===== src/rtl/regbank_pkg.sv =====
// ---------------------------------------------------------------------------
// regbank_pkg
// Shared defaults and types for the integer register bank and its busy
// scoreboard.
//
// Contents
//   RB_DATA_W   default register width in bits
//   RB_ADDR_W   default address width
//   RB_DEPTH    default number of registers (2**RB_ADDR_W)
//   reg_addr_t  register index at the default address width
//   reg_data_t  register contents at the default data width
// ---------------------------------------------------------------------------
package regbank_pkg;

  // Default geometry. The modules re-derive their own depth from their
  // parameters, so these only seed the parameter defaults.
  localparam int RB_DATA_W = 64;
  localparam int RB_ADDR_W = 5;
  localparam int RB_DEPTH  = 2 ** RB_ADDR_W;

  typedef logic [RB_ADDR_W-1:0] reg_addr_t;
  typedef logic [RB_DATA_W-1:0] reg_data_t;

endpackage : regbank_pkg


===== src/rtl/reg_scoreboard.sv =====
// ---------------------------------------------------------------------------
// reg_scoreboard
// Per-register busy tracking for reg_bank_sb. A register becomes busy when an
// instruction issues with it as destination and is released by its
// writeback. Also flags writebacks that land on a register nobody was
// waiting for.
//
// Ports
//   clk        in   clock, busy bits update on posedge
//   rst_n      in   async active-low reset, clears all busy bits
//   iss_en     in   issue strobe
//   iss_addr   in   destination register of the issuing instruction
//   wr_en      in   writeback strobe
//   wr_addr    in   writeback destination
//   rd_addr1   in   read port 1 address
//   rd_addr2   in   read port 2 address
//   hit1       in   read port 1 is being served by the bypass this cycle
//   hit2       in   read port 2 is being served by the bypass this cycle
//   rd_busy1   out  register at rd_addr1 still waits for its producer
//   rd_busy2   out  register at rd_addr2 still waits for its producer
//   wb_orphan  out  registered pulse: last cycle's writeback hit a free reg
// ---------------------------------------------------------------------------
module reg_scoreboard
  import regbank_pkg::*;
#(
  parameter int ADDR_W   = RB_ADDR_W,
  parameter bit ZERO_REG = 1'b1
) (
  input  logic              clk,
  input  logic              rst_n,
  input  logic              iss_en,
  input  logic [ADDR_W-1:0] iss_addr,
  input  logic              wr_en,
  input  logic [ADDR_W-1:0] wr_addr,
  input  logic [ADDR_W-1:0] rd_addr1,
  input  logic [ADDR_W-1:0] rd_addr2,
  input  logic              hit1,
  input  logic              hit2,
  output logic              rd_busy1,
  output logic              rd_busy2,
  output logic              wb_orphan
);

  localparam int DEPTH = 2 ** ADDR_W;

  logic [DEPTH-1:0] busy;
  logic [DEPTH-1:0] busy_next;
  logic             iss_ok;
  logic             wr_zero;

  // Next busy vector. The clear from writeback is applied first and the set
  // from issue second, so when both strobes target the same register the
  // newer producer stays outstanding. Register 0 can never be busy when it
  // is hardwired to zero.
  always_comb begin
    wr_zero   = ZERO_REG && (wr_addr == '0);
    iss_ok    = iss_en && !(ZERO_REG && (iss_addr == '0));
    busy_next = busy;
    if (wr_en) begin
      busy_next[wr_addr] = 1'b0;
    end
    if (iss_ok) begin
      busy_next[iss_addr] = 1'b1;
    end
    if (ZERO_REG) begin
      busy_next[0] = 1'b0;
    end
  end

  // Busy state and the orphan pulse. The orphan test uses the busy bit as it
  // stood before this edge, i.e. what the writeback actually found.
  always_ff @(posedge clk or negedge rst_n) begin
    if (!rst_n) begin
      busy      <= '0;
      wb_orphan <= 1'b0;
    end else begin
      busy      <= busy_next;
      wb_orphan <= wr_en && !busy[wr_addr] && !wr_zero;
    end
  end

  // A register whose value is being forwarded this cycle is usable now, so
  // a bypass hit masks its busy bit.
  always_comb begin
    rd_busy1 = busy[rd_addr1] && !hit1;
    rd_busy2 = busy[rd_addr2] && !hit2;
  end

endmodule : reg_scoreboard


===== src/rtl/reg_bank_sb.sv =====
// ---------------------------------------------------------------------------
// reg_bank_sb
// Integer register file with two combinational read ports, one synchronous
// write port, optional write-to-read bypass and an optional hardwired zero
// register, plus a busy scoreboard (reg_scoreboard) for issue/writeback
// tracking. Sits between decode (reads + issue) and writeback.
//
// Parameters
//   DATA_W      register width
//   ADDR_W      address width, 2**ADDR_W registers
//   ZERO_REG    register 0 reads 0, ignores writes, is never busy
//   BYPASS      same-cycle write data is forwarded to matching read ports
//   INIT_INDEX  reset loads reg[i] = i, otherwise 0
//
// Ports
//   clk        in   clock
//   rst_n      in   async active-low reset
//   rd_addr1   in   read port 1 address
//   rd_addr2   in   read port 2 address
//   rd_data1   out  read port 1 data (combinational)
//   rd_data2   out  read port 2 data (combinational)
//   rd_busy1   out  reg at rd_addr1 has an outstanding producer
//   rd_busy2   out  reg at rd_addr2 has an outstanding producer
//   wr_en      in   writeback strobe
//   wr_addr    in   writeback address
//   wr_data    in   writeback data
//   iss_en     in   issue strobe, marks iss_addr busy
//   iss_addr   in   destination of issuing instruction
//   wb_orphan  out  registered pulse: previous write hit a non-busy register
// ---------------------------------------------------------------------------
module reg_bank_sb
  import regbank_pkg::*;
#(
  parameter int DATA_W     = RB_DATA_W,
  parameter int ADDR_W     = RB_ADDR_W,
  parameter bit ZERO_REG   = 1'b1,
  parameter bit BYPASS     = 1'b1,
  parameter bit INIT_INDEX = 1'b1
) (
  input  logic              clk,
  input  logic              rst_n,
  input  logic [ADDR_W-1:0] rd_addr1,
  input  logic [ADDR_W-1:0] rd_addr2,
  output logic [DATA_W-1:0] rd_data1,
  output logic [DATA_W-1:0] rd_data2,
  output logic              rd_busy1,
  output logic              rd_busy2,
  input  logic              wr_en,
  input  logic [ADDR_W-1:0] wr_addr,
  input  logic [DATA_W-1:0] wr_data,
  input  logic              iss_en,
  input  logic [ADDR_W-1:0] iss_addr,
  output logic              wb_orphan
);

  localparam int DEPTH = 2 ** ADDR_W;

  logic [DATA_W-1:0] regs [DEPTH];
  logic              wr_ok;
  logic              hit1;
  logic              hit2;

  // A write to the hardwired zero register is dropped entirely: it neither
  // updates storage nor feeds the bypass.
  always_comb begin
    wr_ok = wr_en && !(ZERO_REG && (wr_addr == '0));
    hit1  = BYPASS && wr_ok && (wr_addr == rd_addr1);
    hit2  = BYPASS && wr_ok && (wr_addr == rd_addr2);
  end

  // Storage. Reset contents are either the register index (truncated or
  // zero-extended to the data width) or all zeros.
  always_ff @(posedge clk or negedge rst_n) begin
    if (!rst_n) begin
      for (int i = 0; i < DEPTH; i++) begin
        regs[i] <= INIT_INDEX ? DATA_W'(i) : '0;
      end
    end else if (wr_ok) begin
      regs[wr_addr] <= wr_data;
    end
  end

  // Read ports: zero-register masking has priority, then the bypass, then
  // the stored value. Both ports are fully independent.
  always_comb begin
    if (ZERO_REG && (rd_addr1 == '0)) begin
      rd_data1 = '0;
    end else if (hit1) begin
      rd_data1 = wr_data;
    end else begin
      rd_data1 = regs[rd_addr1];
    end

    if (ZERO_REG && (rd_addr2 == '0)) begin
      rd_data2 = '0;
    end else if (hit2) begin
      rd_data2 = wr_data;
    end else begin
      rd_data2 = regs[rd_addr2];
    end
  end

  reg_scoreboard #(
    .ADDR_W   (ADDR_W),
    .ZERO_REG (ZERO_REG)
  ) u_scoreboard (
    .clk       (clk),
    .rst_n     (rst_n),
    .iss_en    (iss_en),
    .iss_addr  (iss_addr),
    .wr_en     (wr_en),
    .wr_addr   (wr_addr),
    .rd_addr1  (rd_addr1),
    .rd_addr2  (rd_addr2),
    .hit1      (hit1),
    .hit2      (hit2),
    .rd_busy1  (rd_busy1),
    .rd_busy2  (rd_busy2),
    .wb_orphan (wb_orphan)
  );

endmodule : reg_bank_sb


===== config.mk =====
export PLATFORM = sky130hd
export DESIGN_NAME = reg_bank_sb
export DESIGN_NICKNAME = d
export VERILOG_FILES = /design/src/rtl/regbank_pkg.sv /design/src/rtl/reg_scoreboard.sv /design/src/rtl/reg_bank_sb.sv
export SDC_FILE = /design/constraint.sdc
export NUM_CORES = 2
export LEC_CHECK = 0
export ABC_CLOCK_PERIOD_IN_PS = 7500
export BUFFER_PORTS_ARGS = -buffer_cell sky130_fd_sc_hd__buf_2
export CELL_PAD_IN_SITES_DETAIL_PLACEMENT = 0
export CELL_PAD_IN_SITES_GLOBAL_PLACEMENT = 1
export CORE_MARGIN = 8
export CORE_UTILIZATION = 45
export CTS_CLUSTER_SIZE = 24
export DETAILED_ROUTE_END_ITERATION = 10
export PLACE_DENSITY_LB_ADDON = 0.2
export SLEW_MARGIN = 20
export SYNTH_ARGS = -nofsm -noshare
export SYNTH_HDL_FRONTEND = slang
export SYNTH_SLANG_ARGS = --single-unit

===== constraint.sdc =====
create_clock -name clk -period 7.5 [get_ports clk]
set_input_delay 1.875 -clock clk [delete_from_list [all_inputs] [get_ports clk]]
set_output_delay 1.875 -clock clk [all_outputs]
set_load 0.005 [all_outputs]

==> impl_metrics.env <==
export IMPL_pwr_share_seq=0.447
export IMPL_cts_tree="yes"
export IMPL_p_per_area_nw_per_um2=269.9
export IMPL_synth_async_reset_ratio=1.000
export IMPL_pre_cts_ws_ns=0.3719
export IMPL_intPower_uw=23980
export IMPL_synthMuxAreaShare=0.4111
export IMPL_grt_pass1_vias=77780
export IMPL_insertion_delay_ns=0.88
export IMPL_swShare=0.2868
export IMPL_clkPwrFrac=0.349
export IMPL_p_leak_uw=0.05418
export IMPL_areaGrowthSynthToFinish_pct=11.23
export IMPL_hold_path_cell_count=0
export IMPL_syn_area_per_cell_um2=14.31
export IMPL_netlist_area_um2=112000
export IMPL_cts_path_max_buffers=3
export IMPL_final_common_cell="dfrtp_1"
export IMPL_synth_edff_count=0
export IMPL_worst_r2r_startpoint="u_scoreboard.busy[3]$_DFF_PN0_"
export IMPL_crit_type="in -> out"
export IMPL_grt_overflow=0
export IMPL_synthXorXnorAreaFrac=0.0007820
export IMPL_hold_viol=0
export IMPL_synth_compound_area_share=0.05520
export IMPL_drc_errors=0
export IMPL_drtIter0Drc=9365
export IMPL_ys_flop_type="dfrtp_1"
export IMPL_finalSetupViolCount=0
export IMPL_yosysWarningCount=0
export IMPL_cts_repair_resized=0
export IMPL_yosys_area_share_simple=0.02695
export IMPL_reg2reg_to="u_scoreboard.wb_orphan$_DFF_PN0_"
export IMPL_cts_sinks=2080
export IMPL_placementRows=183
export IMPL_antenna_found_initial=44
export IMPL_ir_drop_v=0.0002576
export IMPL_clock_skew_ns=0.005813
export IMPL_cp_required_ns=5.62
export IMPL_crit_path_end_kind="output port"
export IMPL_fin_setup_tns_ns=0
export IMPL_slew_headroom=0.2071
export IMPL_htreeDepth=4
export IMPL_hold_buffers=0
export IMPL_route_detailed_wl_per_inst_um=39.33
export IMPL_clk_pin_slew_worst_paths_ns=0.06
export IMPL_rsz0062_at_grt="false"
export IMPL_fin_util=0.5024
export IMPL_grt_pass1_wl_um=622600
export IMPL_cp_startpoint="rd_addr2[2]"
export IMPL_status="completed"
export IMPL_track_usage=0.3280
export IMPL_vias_per_cell=6.867
export IMPL_final_cell_mix="2000 x dfrtp_1, 1467 x mux2_2, 848 x mux4_2"
export IMPL_io_pins=219
export IMPL_wirelength_um=443100
export IMPL_setup_slack_ns=0.2526
export IMPL_grt_max_degree=162
export IMPL_root_buffer="clkbuf_16"
export IMPL_coreArea_um2=248000
export IMPL_syn_inst=7828
export IMPL_cp_arrival_ns=5.37
export IMPL_dp_hpwl_um=262300
export IMPL_fin_crit_sh=0.9663
export IMPL_start_util=0.4517
export IMPL_worst_pin_slew_ns=1.187
export IMPL_combPwrFrac=0.204
export IMPL_worst_r2r_setup_slack_ns=4.66
export IMPL_final_nets=7804
export IMPL_ys_ff_latch=2080
export IMPL_synth_top_family_by_area="multiplexers"
export IMPL_post_cts_setup_buffer_count=0
export IMPL_die_area_um2=265100
export IMPL_num_vias=77367
export IMPL_port_buffers=218
export IMPL_gp_congestion=0.8543
export IMPL_worstSetupStartpointType="input port"
export IMPL_crit_path_max_fanout=41
export IMPL_synthAdderAreaFrac=0
export IMPL_seq_area_frac_synth=0.4656
export IMPL_hold_end="regs[2027]$_DFFE_PN0P_"
export IMPL_ys_types=76
export IMPL_maxCapViolCount=0
export IMPL_drive_gt1_frac=0.4306
export IMPL_dr_pass1_iters=8
export IMPL_die_w_um=514.9
export IMPL_drv_slew=0
export IMPL_numCtsBuffers=230
export IMPL_synth_fp_nets=7916
export IMPL_ant_nets=0
export IMPL_period_needed_ns=7.247
export IMPL_die_y_um=514.9
export IMPL_p_sw_uw=9642
export IMPL_max_freq_mhz=138.0
export IMPL_min_delay_start="regs[2027]$_DFFE_PN0P_"
export IMPL_reg2regPathDepth=6
export IMPL_hp_class="reg -> reg"
==> cells by family (layout without fill, tap and decap cells) <==
kind of cell              Yosys count  after routing
muxes                            3286           3286
DFF                              2080           2080
buffers and inverters             908            995
AOI/OAI and AO/OA                 904            904
and+or+nand+nor                   640            640
xor gates and xnor gates           10             10
other                               0             22
==> sequential cells by signal (all words and copies together), names as in the netlist <==
signal	count
u_scoreboard.wb_orphan	1
regs	2048
u_scoreboard.busy	31
==> power by group through the flow <==
stage | Sequential [µW] | Clock (µW) | Combinational [µW]
final | 15000 | 11700 | 6870
after global routing | 15300 | 12300 | 7290
after CTS | 14900 | 11900 | 6860
after detailed placement | 15100 | 0 | 6830
after global placement | 15000 | 0 | 6700
after floorplan | 14600 | 0 | 4920
==> final cells by class <==
| cell class | instances | area, µm² |
|---|---|---|
| fill | 21111 | 123400 |
| multi-input combinational | 4840 | 55730 |
| sequential | 2080 | 52150 |
| clock buffer | 349 | 6784 |
| timing repair buffer | 551 | 4676 |
| tap | 3330 | 4167 |
| clock inverter | 82 | 959.7 |
| antenna | 22 | 55.05 |
| inverter | 13 | 51.30 |
==> per-layer routing <==
layer | vias up | GRT usage | routed length, µm
li1 | 29975 | - | -
met1 | 42295 | 0.4470 | 179700
met2 | 4081 | 0.5021 | 201300
met3 | 1004 | 0.07717 | 39070
met4 | 12 | 0.1473 | 22950
met5 | - | 0 | 91
==> cell usage after synthesis (all sizes together) (90+ instances only) <==
| cell type | instances | area [µm²] |
|---|---|---|
| o22ai | 180 | 1126 |
| nor2 | 249 | 967.2 |
| nand2 | 125 | 469.2 |
| o21ai | 170 | 854.6 |
| mux2 | 2035 | 22920 |
| buf | 485 | 2922 |
| mux4 | 848 | 19100 |
| mux2i | 403 | 4034 |
| clkbuf | 410 | 1544 |
| a22oi | 155 | 1164 |
| o211ai | 90 | 675.7 |
| dfrtp | 2000 | 50050 |
| nor3 | 106 | 541.8 |
==> critical path, cell delays in order <==
cell       delay [ns]
buf_6            0.44
inv_4            0.38
nand2_4          0.70
a2111oi_0        0.24
nor4_1           0.22
a21oi_1          0.10
nor3_1           0.93
buf_4            0.24
buf_2            0.11
==> how the worst max path moves through the flow <==
stage / to / slack [ns] / cells after the start
2_1_floorplan: rd_data2[28] / 2.08 / 9
3_3_place_gp: rd_data1[4] / 0.31 / 8
3_5_place_dp: rd_data2[4] / 0.37 / 9
4_1_cts: rd_data2[4] / 0.38 / 9
5_1_grt: rd_data2[36] / 0.31 / 9
6_report: rd_data2[36] / 0.25 / 9
==> through the flow <==
stage,hold WS [ns],std cells,total power [µW],cell area (µm²)
floorplan,0.4383,7828,19500,112000
finish,0.3926,11267,33620,124600
global route,0.4071,11251,34890,124500
global placement,0.3771,10813,21680,116800
detailed placement,0.3820,10814,21960,116800
CTS,0.3966,11245,33670,124500
(Power assumes the default switching activity.)
